[src/rtl/pipeline_hazard_ctrl.sv]
// Purpose: stall/flush sequencer for the 5-stage RV32I pipeline (load-use, branch flush, memory freeze).
// Latency: control outputs are combinational from state and inputs; state, wait counter and perf counters update on clk.
// Backpressure: mem_req & ~mem_ready freezes PC and all pipeline registers until memory completes or drops the request.
//
// Ports:
//   clk, rst            - rising-edge clock, asynchronous active-low reset
//   id_rs1/id_rs2       - source register fields of the ID instruction, with id_uses_rs1/id_uses_rs2 qualifiers
//   ex_rd, ex_mem_read  - destination register of the EX instruction and its is-load flag
//   ex_branch_taken     - EX resolved a taken branch/jump this cycle
//   mem_req, mem_ready  - MEM stage access outstanding / completing this cycle
//   pc_en, if_id_en, if_id_flush, id_ex_en, id_ex_bubble, ex_mem_en, mem_wb_bubble - pipeline controls
//   mem_error           - sticky memory-timeout flag
//   stall_cycles        - saturating count of cycles with pc_en=0
//   flush_count         - saturating count of branch flushes
module pipeline_hazard_ctrl #(
  parameter int MEM_TIMEOUT = 64,
  parameter int CNT_W       = 16
) (
  input  logic             clk,
  input  logic             rst,
  input  logic [4:0]       id_rs1,
  input  logic [4:0]       id_rs2,
  input  logic             id_uses_rs1,
  input  logic             id_uses_rs2,
  input  logic [4:0]       ex_rd,
  input  logic             ex_mem_read,
  input  logic             ex_branch_taken,
  input  logic             mem_req,
  input  logic             mem_ready,
  output logic             pc_en,
  output logic             if_id_en,
  output logic             if_id_flush,
  output logic             id_ex_en,
  output logic             id_ex_bubble,
  output logic             ex_mem_en,
  output logic             mem_wb_bubble,
  output logic             mem_error,
  output logic [CNT_W-1:0] stall_cycles,
  output logic [CNT_W-1:0] flush_count
);

  localparam int WW = $clog2(MEM_TIMEOUT + 1);
  localparam logic [WW-1:0]    WAIT_MAX = WW'(MEM_TIMEOUT);
  localparam logic [WW-1:0]    WAIT_ONE = WW'(1);
  localparam logic [CNT_W-1:0] CNT_MAX  = {CNT_W{1'b1}};

  typedef enum logic {
    RUN      = 1'b0,
    MEM_WAIT = 1'b1
  } state_t;

  state_t        state, state_nxt;
  logic [WW-1:0] wait_cnt, wait_cnt_nxt;
  logic          err_nxt;
  logic          flush_evt;
  logic          load_use;
  logic          mem_busy;

  // x0 is hardwired zero, so a load targeting it can never feed a consumer.
  assign load_use = ex_mem_read && (ex_rd != 5'd0) &&
                    ((id_uses_rs1 && (id_rs1 == ex_rd)) ||
                     (id_uses_rs2 && (id_rs2 == ex_rd)));

  assign mem_busy = mem_req && !mem_ready;

  always_ff @(posedge clk or negedge rst) begin
    if (!rst) begin
      state        <= RUN;
      wait_cnt     <= '0;
      mem_error    <= 1'b0;
      stall_cycles <= '0;
      flush_count  <= '0;
    end else begin
      state     <= state_nxt;
      wait_cnt  <= wait_cnt_nxt;
      mem_error <= err_nxt;
      if (!pc_en && (stall_cycles != CNT_MAX)) begin
        stall_cycles <= stall_cycles + 1'b1;
      end
      if (flush_evt && (flush_count != CNT_MAX)) begin
        flush_count <= flush_count + 1'b1;
      end
    end
  end

  always_comb begin
    pc_en         = 1'b1;
    if_id_en      = 1'b1;
    if_id_flush   = 1'b0;
    id_ex_en      = 1'b1;
    id_ex_bubble  = 1'b0;
    ex_mem_en     = 1'b1;
    mem_wb_bubble = 1'b0;
    flush_evt     = 1'b0;
    state_nxt     = state;
    wait_cnt_nxt  = wait_cnt;
    err_nxt       = mem_error;

    // Reset holds every control at its pass-through value, even while
    // inputs still signal a hazard or a busy memory.
    if (rst) begin
      if (mem_busy) begin
        // Freeze everything upstream of MEM; branch and load-use decisions
        // are deferred because the stages that produced them do not advance.
        pc_en         = 1'b0;
        if_id_en      = 1'b0;
        id_ex_en      = 1'b0;
        ex_mem_en     = 1'b0;
        mem_wb_bubble = 1'b1;
        if (state == RUN) begin
          state_nxt    = MEM_WAIT;
          wait_cnt_nxt = WAIT_ONE;
        end else begin
          if (wait_cnt < WAIT_MAX) begin
            wait_cnt_nxt = wait_cnt + 1'b1;
          end
          // Flag is raised as the counter lands on the limit; the stall itself
          // continues, it is up to software to notice the error.
          if (wait_cnt >= WAIT_MAX - WAIT_ONE) begin
            err_nxt = 1'b1;
          end
        end
      end else begin
        state_nxt    = RUN;
        wait_cnt_nxt = '0;
        if (ex_branch_taken) begin
          // The ID instruction is discarded, so any load-use match is moot.
          if_id_flush  = 1'b1;
          id_ex_bubble = 1'b1;
          flush_evt    = 1'b1;
        end else if (load_use) begin
          // One bubble is enough: next cycle EX holds that bubble, which is not a load.
          pc_en        = 1'b0;
          if_id_en     = 1'b0;
          id_ex_bubble = 1'b1;
        end
      end
    end
  end

endmodule

[config.mk]
export PLATFORM = sky130hd
export DESIGN_NAME = pipeline_hazard_ctrl
export DESIGN_NICKNAME = d
export VERILOG_FILES = /design/src/rtl/pipeline_hazard_ctrl.sv
export SDC_FILE = /design/constraint.sdc
export NUM_CORES = 1
export LEC_CHECK = 0
export BUFFER_PORTS_ARGS = -buffer_cell sky130_fd_sc_hd__clkbuf_2
export CAP_MARGIN = 20
export CORE_AREA = 2 2 68 70
export CTS_CLUSTER_DIAMETER = 50
export DETAILED_ROUTE_END_ITERATION = 8
export DIE_AREA = 0 0 70 72
export PLACE_DENSITY = 0.77
export SETUP_SLACK_MARGIN = 0.02
export SYNTH_ARGS = -nofsm -noshare
export SYNTH_HDL_FRONTEND = slang
export SYNTH_SLANG_ARGS = --single-unit
[constraint.sdc]
create_clock -name clk -period 2.9 [get_ports clk]
set_clock_uncertainty 0.05 [all_clocks]
set_input_delay 0 -clock clk [delete_from_list [all_inputs] [get_ports clk]]
set_output_delay 0 -clock clk [all_outputs]
set_load 0.05 [all_outputs]
==> flow_summary.rst <==
.. list-table::
   :header-rows: 1

   * - Metric
     - Value
   * - Sequential share of the synthesized area
     - 48.18%
   * - Number of cells in the finished layout apart from fillers
     - 332
   * - Initial antenna violation count
     - 0
   * - Tot GR Track Use
     - 19.96%
   * - Sort of element at the start of the critical path
     - register
   * - Share of final-layout standard cells stronger than drive strength 1
     - 27.86%
   * - Post-route minimum period
     - about 2.3 ns
   * - Post-CTS setup-driven buffer insertion count
     - 0
   * - Finish-stage setup viols
     - 0
   * - Detailed-route DRC error count
     - 0
   * - Initial standard-cell utilization of the core
     - 49.94%
   * - Drt first-iter violations
     - 98
   * - Result of the run
     - complete, no violations
   * - Total power density per cell area
     - 694.5 nW/µm²
   * - Synthesized net count
     - 238
   * - Total via count after detailed routing
     - between 1500 and 2000
   * - Die area
     - 5040 µm²
   * - Number of cells on the worst reg-to-reg path
     - 6
   * - Worst path bufs/invs
     - 0
   * - HPWL after detailed placement
     - 3488 µm
   * - Crit path max-delay family
     - simple AND/OR/NAND/NOR gates
   * - Critical setup path kind
     - reg -> reg
   * - Via count of the first global-routing pass
     - 1667
   * - Critical Path RT
     - 3.03 ns
   * - Total routed wirelength
     - between 4000 and 5000 µm
   * - Async set-or-reset flop fraction in the synthesized netlist
     - 100.0%
   * - Fmax
     - 431.0 MHz
   * - Count of flip-flops with a built-in enable after synthesis
     - 0
   * - Syn Area/Cell
     - roughly 10 µm²
   * - Total global routing overflow
     - 0
   * - # diodes
     - 0
   * - Worst path arrival time
     - 2.45 ns
   * - Wirelength per Cell
     - 14.06 µm
   * - Setup Total Neg Slack
     - 0 ns
   * - Final period utilization
     - 80.00%
   * - Max-slew violation count
     - 0
   * - Final cell area excluding filler cells
     - around 2600 µm²
   * - Cells after synthesis
     - 212
   * - Wire length of the first global-routing pass
     - around 8000 µm
   * - Number of ports placed on the die boundary
     - 63
   * - Number of buffers added on ports
     - 62
   * - Destination of the critical timing path
     - stall_cycles[1]$_DFFE_PN0P_
   * - Dpl cells
     - 323
   * - Critical-path cell list
     - ha_1, nand4_1, nor4_1, nor4_1, a21oi_2, mux2_1
   * - CTS tree
     - built
   * - Ratio of routed vias to standard cells
     - 5.337
   * - Cts bufs inserted
     - 5
   * - Drt first pass iters
     - 4
   * - Weighted congestion at the end of routability-driven global placement
     - between 0.7 and 0.8
   * - Element type at the critical path end
     - register
   * - Yosys warning count
     - 0
   * - Synth unique cells
     - 39
   * - End of the worst register-to-register path
     - stall_cycles[1]$_DFFE_PN0P_
   * - Layout filler cell count
     - 372
   * - Cell count along the critical path
     - 6
   * - Layout net count
     - 305
   * - Number of H-tree levels
     - 2
   * - DIE HEIGHT
     - 72 µm
   * - Clock tree root buffer cell
     - clkbuf_8
   * - Row count
     - 24
   * - Maximum number of pins on one net before global-route repair
     - 19
   * - X dimension of the die
     - roughly 70 µm
   * - Max-cap violations
     - 0
   * - Cell area reported after detailed placement
     - 2485 µm²
   * - Static leakage
     - 1.292 nW
   * - Max Buffers Root-to-Sink
     - 2
   * - Unrepaired setup endpoints after global routing
     - false
   * - Post-Synthesis Cell Area
     - 2130 µm²
   * - Count of state elements after synthesis
     - 41
   * - Cell occurring most often along the worst timing path
     - nor4_1
   * - Headroom to the max-slew limit
     - 52.47%
   * - Clock latency reported for the late side of the worst-skew pair
     - 0.30 ns
   * - Placeable core area
     - approximately 4300 µm²
   * - Clock sink count
     - 41
   * - Worst stage delay on the critical path
     - 0.58 ns
   * - Layout-stage area growth over the synthesis result
     - 22.39%
   * - Peak supply drop
     - 0.4521 mV
   * - Number of hold violations in the final report
     - 0
   * - Critical path fanouts, max
     - 16
   * - Hold WC Path Type
     - in -> reg
   * - R2r setup slk
     - just under 0.6 ns
   * - Crit path from
     - stall_cycles[0]$_DFFE_PN0P_
   * - Cell with the biggest individual delay on the critical path
     - a21oi_2
   * - Worst-margin pin slew
     - between 0.7 and 0.8 ns
   * - Startpoint of the most critical register-to-register path
     - stall_cycles[0]$_DFFE_PN0P_
   * - Most used DFF post-synth
     - dfrtp_1
   * - Post-CTS clock slew at the launch and capture registers of the worst setup and hold paths
     - 0.08 ns
   * - Post-DRT Antenna Nets
     - 0
==> cell usage after synthesis (2+ instances only) <==
master | number | area share [%]
nor3_1 | 9 | 2.1
o21ai_0 | 10 | 2.4
nor4_1 | 4 | 1.2
nand4_1 | 13 | 3.8
xnor2_1 | 22 | 9.0
nand2_1 | 24 | 4.2
a21oi_1 | 4 | 0.94
and3_1 | 2 | 0.59
xor2_1 | 17 | 7.0
inv_1 | 8 | 1.4
ha_1 | 3 | 1.8
nand3_1 | 12 | 2.8
o31ai_1 | 2 | 0.70
dfrtp_1 | 41 | 48
nor2_1 | 13 | 2.3
buf_4 | 4 | 1.4
nand2b_1 | 2 | 0.59
==> state kept, by name, summed over array words and instances, names as in the netlist <==
name          cells
flush_count      16
mem_error         1
stall_cycles     16
state             1
wait_cnt          7
==> power breakdown <==
group	internal, mW	leakage (nW)	switching, mW	total (mW)
logic	0.153	0.699	0.434	0.587
clock network	0.258	0.0554	0.203	0.461
registers	0.650	0.537	0.112	0.762
total	1.06	1.29	0.748	1.81
==> what timing repair did <==
item	4_1_cts	5_1_grt
hold buffers	1	0
endpoints found under the hold margin	14	0
gates resized for setup	0	0
==> worst register-to-register path: cells and delay by family (launching register included) <==
family,cells,cell delay [ns]
compound gates,1,0.58
simple gates,3,0.58
mux,1,0.38
fa+ha+maj,1,0.22
flops,1,0.41
==> worst min path at each step <==
| stage | slack, ns | cells after the start | start | endpoint |
|---|---|---|---|---|
| global placement | -0.09 | 1 | rst | stall_cycles[5]$_DFFE_PN0P_ |
| floorplan | -0.35 | 0 | rst | flush_count[0]$_DFFE_PN0P_ |
| CTS | 0.08 | 4 | mem_ready | wait_cnt[5]$_DFFE_PN0P_ |
| global route | 0.11 | 4 | mem_ready | wait_cnt[5]$_DFFE_PN0P_ |
| finish | 0.09 | 4 | mem_ready | wait_cnt[5]$_DFFE_PN0P_ |
| detailed placement | -0.09 | 1 | rst | stall_cycles[6]$_DFFE_PN0P_ |
==> cells in the final DEF (no fill, tap or decap), drive strengths merged, types with 4 or more instances in the layout <==
cell    instances
a21oi           5
clkbuf         68
dfrtp          41
inv             8
nand2          24
nand3          12
nand4          14
nor2           13
nor3            9
nor4            4
o21ai          11
xnor2          22
xor2           17
==> per-stage QoR <==
stage | hold slack, ns | power (mW) | util [%] | setup WS [ns]
finish | 0.08591 | 1.810 | 61.12 | 0.5799
global route | 0.1111 | 1.905 | 61.12 | 0.2882
CTS | 0.07693 | 1.824 | 61.12 | 0.5647
detailed placement | -0.08711 | 1.358 | 58.27 | 0.5805
global placement | -0.09184 | 1.334 | 58.27 | 0.6802
floorplan | -0.3456 | 1.183 | - | 0.4942
==> kinds of logic after synthesis <==
group	Yosys count	synth area share [%]
compound gates	26	8.403
xor+xnor	39	16.04
fa+ha+maj	3	1.763
buf+inv	13	3.055
flops	41	48.18
mux	3	1.528
simple gates	87	21.03
==> per-layer routing <==
layer	global-route usage, %	wire length, µm	vias to the layer above
li1	-	-	882
met4	5.128	40	0
met3	4.722	285	4
met2	33.44	2288	58
met1	26.48	2054	828
met5	0	0	-
==> area by class of cell <==
class                           count  area (µm²)  area share, %
Clock buffer                        6       72.57          2.784
Clock inverter                      2       38.79          1.488
Inverter                            8       30.03          1.152
Multi-Input combinational cell    158        1039          39.85
Sequential cell                    41        1026          39.37
Tap cell                           52       65.06          2.496
Timing Repair Buffer               65       335.3          12.87
Note: power is estimated with default switching activity, not from simulation.
